===== src/rtl/mem_data_handler.sv =====
// Load/store engine between the register bank and the data memory bus.
// Issues one req/ack bus access per start, with byte lanes, alignment checks and a timeout.
module mem_data_handler #(
    parameter int TIMEOUT = 16
) (
    input  logic        clock,
    input  logic        reset,
    input  logic        start,
    input  logic        we,
    input  logic [1:0]  size,
    input  logic        signext,
    input  logic [31:0] Address,
    input  logic [31:0] StoreData,
    output logic [31:0] LoadData,
    output logic        busy,
    output logic        done,
    output logic        fault,
    output logic        mem_req,
    output logic        mem_we,
    output logic [31:0] mem_addr,
    output logic [31:0] mem_wdata,
    output logic [3:0]  mem_wmask,
    input  logic [31:0] mem_rdata,
    input  logic        mem_ack,
    output logic [1:0]  dbg_state
);

    // Bus handshake: mem_req (with mem_we/addr/wdata/wmask) is held high from the
    // cycle after start until the first edge that samples mem_ack=1; that edge
    // completes the access. mem_ack is ignored whenever mem_req is low.

    localparam int CW = (TIMEOUT > 2) ? $clog2(TIMEOUT) : 1;
    localparam logic [CW-1:0] LAST = CW'(TIMEOUT - 1);

    typedef enum logic [1:0] {
        IDLE  = 2'd0,
        REQ   = 2'd1,
        DONE  = 2'd2,
        FAULT = 2'd3
    } state_t;

    state_t        state, next_state;
    logic [CW-1:0] count;
    logic          we_q, signext_q;
    logic [1:0]    size_q;
    logic [31:0]   addr_q, wdata_q;
    logic [31:0]   lane, ext;
    logic [3:0]    mask;
    logic          misaligned;

    assign misaligned = (size == 2'd3) ||
                        (size == 2'd1 && Address[0]) ||
                        (size == 2'd2 && Address[1:0] != 2'b00);

    always_ff @(posedge clock or posedge reset) begin
        if (reset) begin
            state <= IDLE;
        end else begin
            state <= next_state;
        end
    end

    always_comb begin
        next_state = state;
        case (state)
            IDLE: begin
                if (start) begin
                    next_state = misaligned ? FAULT : REQ;
                end
            end
            REQ: begin
                if (mem_ack) begin
                    next_state = DONE;
                end else if (count == LAST) begin
                    next_state = FAULT;
                end
            end
            DONE:    next_state = IDLE;
            FAULT:   next_state = IDLE;
            default: next_state = IDLE;
        endcase
    end

    always_ff @(posedge clock or posedge reset) begin
        if (reset) begin
            count     <= '0;
            we_q      <= 1'b0;
            signext_q <= 1'b0;
            size_q    <= 2'd0;
            addr_q    <= '0;
            wdata_q   <= '0;
            LoadData  <= '0;
        end else begin
            if (state == IDLE && start && !misaligned) begin
                we_q      <= we;
                signext_q <= signext;
                size_q    <= size;
                addr_q    <= Address;
                wdata_q   <= StoreData;
                count     <= '0;
            end
            if (state == REQ && !mem_ack) begin
                count <= count + CW'(1);
            end
            if (state == REQ && mem_ack && !we_q) begin
                LoadData <= ext;
            end
        end
    end

    // Shift the addressed lane down to bit 0, then extend according to size.
    always_comb begin
        lane = mem_rdata >> {addr_q[1:0], 3'b000};
        case (size_q)
            2'd0:    ext = {{24{signext_q & lane[7]}}, lane[7:0]};
            2'd1:    ext = {{16{signext_q & lane[15]}}, lane[15:0]};
            default: ext = lane;
        endcase
    end

    always_comb begin
        mask      = 4'b1111;
        mem_wdata = wdata_q;
        case (size_q)
            2'd0: begin
                mask      = 4'b0001 << addr_q[1:0];
                mem_wdata = {4{wdata_q[7:0]}};
            end
            2'd1: begin
                mask      = 4'b0011 << addr_q[1:0];
                mem_wdata = {2{wdata_q[15:0]}};
            end
            default: begin
                mask      = 4'b1111;
                mem_wdata = wdata_q;
            end
        endcase
    end

    assign mem_req   = (state == REQ);
    assign mem_we    = mem_req & we_q;
    assign mem_wmask = (mem_req && we_q) ? mask : 4'b0000;
    assign mem_addr  = {addr_q[31:2], 2'b00};
    assign busy      = (state != IDLE);
    assign done      = (state == DONE);
    assign fault     = (state == FAULT);
    assign dbg_state = state;

endmodule

===== config.mk =====
export PLATFORM = sky130hd
export DESIGN_NAME = mem_data_handler
export DESIGN_NICKNAME = d
export VERILOG_FILES = /design/src/rtl/mem_data_handler.sv
export SDC_FILE = /design/constraint.sdc
export NUM_CORES = 1
export LEC_CHECK = 0
export ABC_AREA = 1
export CAP_MARGIN = 25
export CELL_PAD_IN_SITES_DETAIL_PLACEMENT = 0
export CELL_PAD_IN_SITES_GLOBAL_PLACEMENT = 1
export CORE_MARGIN = 2
export CORE_UTILIZATION = 32
export DETAILED_ROUTE_END_ITERATION = 12
export PLACE_DENSITY_LB_ADDON = 0.1
export SLEW_MARGIN = 20
export SYNTH_ARGS = -nofsm -noshare
export SYNTH_HDL_FRONTEND = slang
export SYNTH_SLANG_ARGS = --single-unit

===== constraint.sdc =====
create_clock -name clock -period 5.4 [get_ports clock]
set_input_delay 1.62 -clock clock [delete_from_list [all_inputs] [get_ports clock]]
set_output_delay 1.62 -clock clock [all_outputs]
set_load 0.01 [all_outputs]

==> reports/qor.csv <==
metric,value,unit
outcome,"complete, no violations",
numCtsBuffers,9,
drc,0,
initial_core_util,32.7,%
crit_type,register to output pin,
via_per_inst,4.53,
rsz0062_at_grt,no,
rows,48,
peakVddDrop,220,µV
seq_area_frac_synth,46.8,%
grt_max_degree,93,
area_growth_syn_to_layout,37.8,%
p_switching,1.69,mW
grt_pass1_vias,4963,
intPower,2.66,mW
timing.rr.start,addr_q[1]$_DFFE_PP0P_,
via_count,5049,
firstDrtPassIters,7,
avgRoutedWirePerCell,14.7,µm
final_cells,1114,
ioPinCount,211,
clock_latency,0.35,ns
routed_wl,16.4,mm
detail-route-antenna-nets,0,
hold_path_class,register to register,
power,4.35,mW
synth_area,5660,µm²
final_max_slew_viol_count,0,
tns,0,ns
worst_pin_slew,0.859,ns
required,3.78,ns
place_congestion,0.835,
fmax,232,MHz
yosysUniqueCellTypes,24,
worstPathMaxFanout,21,
arrival,2.70,ns
cp_num_buf_inv,3,
antennaDiodeCount,0,
grt_use_total,17.7,%
clockBufferDepth,2,
yosys_warnings,0,
crit_path_top_delay_cell,dfrtp_1,
seq_power_share,32.5,%
h-tree-depth,3,
leakage,3.83,nW
hold_viol_final,0,
n_fill_cell,1760,
numPortBuffers,208,
period_needed,4.32,ns
grt_pass1_wl,25.7,mm
r2r_setup_slack,3.15,ns
path_clk_slew,0.07,ns
crit_family,buffers and inverters,
synth.ff_latch_count,106,
period_share,80.0,%
syn-instance-count,738,
setup.worst_path.start,size_q[1]$_DFFE_PP0P_,
powerDensity,557,nW/µm²
whs,0.485,ns
dpl.hpwl,12.4,mm
nNetsFinal,989,
p_comb_share,52.4,%
skew,0.00656,ns
postCtsHoldBufs,0,
crit_chain,"inv_2, nand2_2, inv_1, nand2_1, o221ai_1, clkdlybuf4s50_1",
r2r_cells,6,
max_stage_delay,0.62,ns
worstHoldStart,addr_q[28]$_DFFE_PP0P_,
yosys-top-cells-area,"dfrtp_1 (47%), nand2_1 (12%), inv_1 (6.8%)",
finalSetupViolCount,0,
drive_above_1_share,6.52,%
timing.rr.end,LoadData[27]$_DFFE_PP0P_,
drt-initial-drc-count,317,
die-height,137,µm
antenna_found_initial,0,
cts_resized,0,
cts_tree,yes,
maxSlewHeadroom,42.7,%
yosysTopAreaCell,dfrtp_1,
die_w,137,µm
swShare,38.9,%
whs_path_depth,2,
post_cts_buffers,0,
holdPathEnd,addr_q[28]$_DFFE_PP0P_,
grt_overflow_total,0,
core_area,17300,µm²
post-place-cells,1098,
die_area,18800,µm²
cts_root_buf,clkbuf_16,
cap_violations,0,
avgSynthCellArea,7.68,µm²
synth_top_area_share,46.8,%
start_kind,register,
worstSetupEndpointType,output pin,
pwr-share-clk,15.1,%
cts.sinks,106,
[power groups by stage]
stage / combinational [mW] / clock, mW / sequential, mW
after floorplan: 1.34 / 0 / 1.40
after global placement: 2.29 / 0 / 1.42
after detailed placement: 2.31 / 0 / 1.44
after CTS: 2.32 / 0.680 / 1.42
after global routing: 2.52 / 0.708 / 1.47
final: 2.28 / 0.655 / 1.42
[cell type report]
type,count,area [µm²],area share [%]
repair buffers,212,2110,27.1
inverters,106,400,5.13
multi-input cells,449,2070,26.5
well taps,225,282,3.61
clock buffers,11,253,3.24
flip-flops and latches,106,2650,34.0
clock inverters,5,35.0,0.449
[logic make-up after synthesis]
kind of cell    synth area share (%)
simple gates                    24.4
buf+inv                         16.8
compound gates                  11.7
flops                           46.8
fa+ha+maj                      0.221
other cells                   0.0662
[how the worst max path moves through the flow]
| stage | cells past startpoint | to | slack (ns) |
|---|---|---|---|
| floorplan | 1 | LoadData[0]$_DFFE_PP0P_ | 0.99 |
| global placement | 6 | wdata_q[6]$_DFFE_PP0P_ | 1.52 |
| detailed placement | 6 | wdata_q[22]$_DFFE_PP0P_ | 1.44 |
| CTS | 6 | mem_wdata[28] | 1.06 |
| global route | 8 | mem_wmask[2] | 0.84 |
| finish | 6 | mem_wdata[28] | 1.08 |
[layout by cell type, fill, tap and decap left out, types with 2 or more instances in the layout]
master           count
nand3_2              2
inv_6                2
inv_1              101
o21ai_0             65
nor2_1              51
clkbuf_8             2
a21oi_1             38
clkinv_2             2
conb_1               2
nor2_2               2
nand2_1            183
inv_2                4
clkbuf_16            9
dfrtp_1            106
o211ai_1             8
o21ai_1              2
o221ai_1             7
clkdlybuf4s50_1    208
buf_4                4
nand3_1             56
or2_2               23
nand2_2              5
[per-layer routing]
metal,GRT usage [%],share of wire [%],vias to the layer above
li1,-,-,2551
met1,23.7,46,2328
met2,27.7,45,155
met3,4.67,7.9,15
met4,6.01,1.5,0
met5,0,0,-
[worst min-delay path: cells and delay by family, from the launching register on]
family          cells  cell delay [ns]
compound gates      1             0.06
flops               1             0.35
simple gates        1             0.05
[cell usage after synthesis (all sizes together)]
cell,number
inv,106
buf,66
conb,1
o211ai,8
o21ai,67
nand3,59
nand2,188
a211oi,1
o221ai,7
nand4,1
clkbuf,12
dfrtp,106
ha,1
or2,23
o21a,1
nor2,53
a21oi,38
[stage by stage]
stage	setup WS (ns)	utilization, %	instance area, µm²
6_report	1.08	45.1	7810
3_5_place_dp	1.44	43.5	7520
3_3_place_gp	1.52	43.5	7520
4_1_cts	1.06	45.1	7810
5_1_grt	0.840	45.1	7810
2_1_floorplan	0.991	-	5670
[registers in the layout, summed over array words and instances (netlist names)]
name and flops:
LoadData 32, count 4, wdata_q 32, signext_q 1, addr_q 32, size_q 2
dbg_state 2, we_q 1
Power figures use the tool's default switching activity.
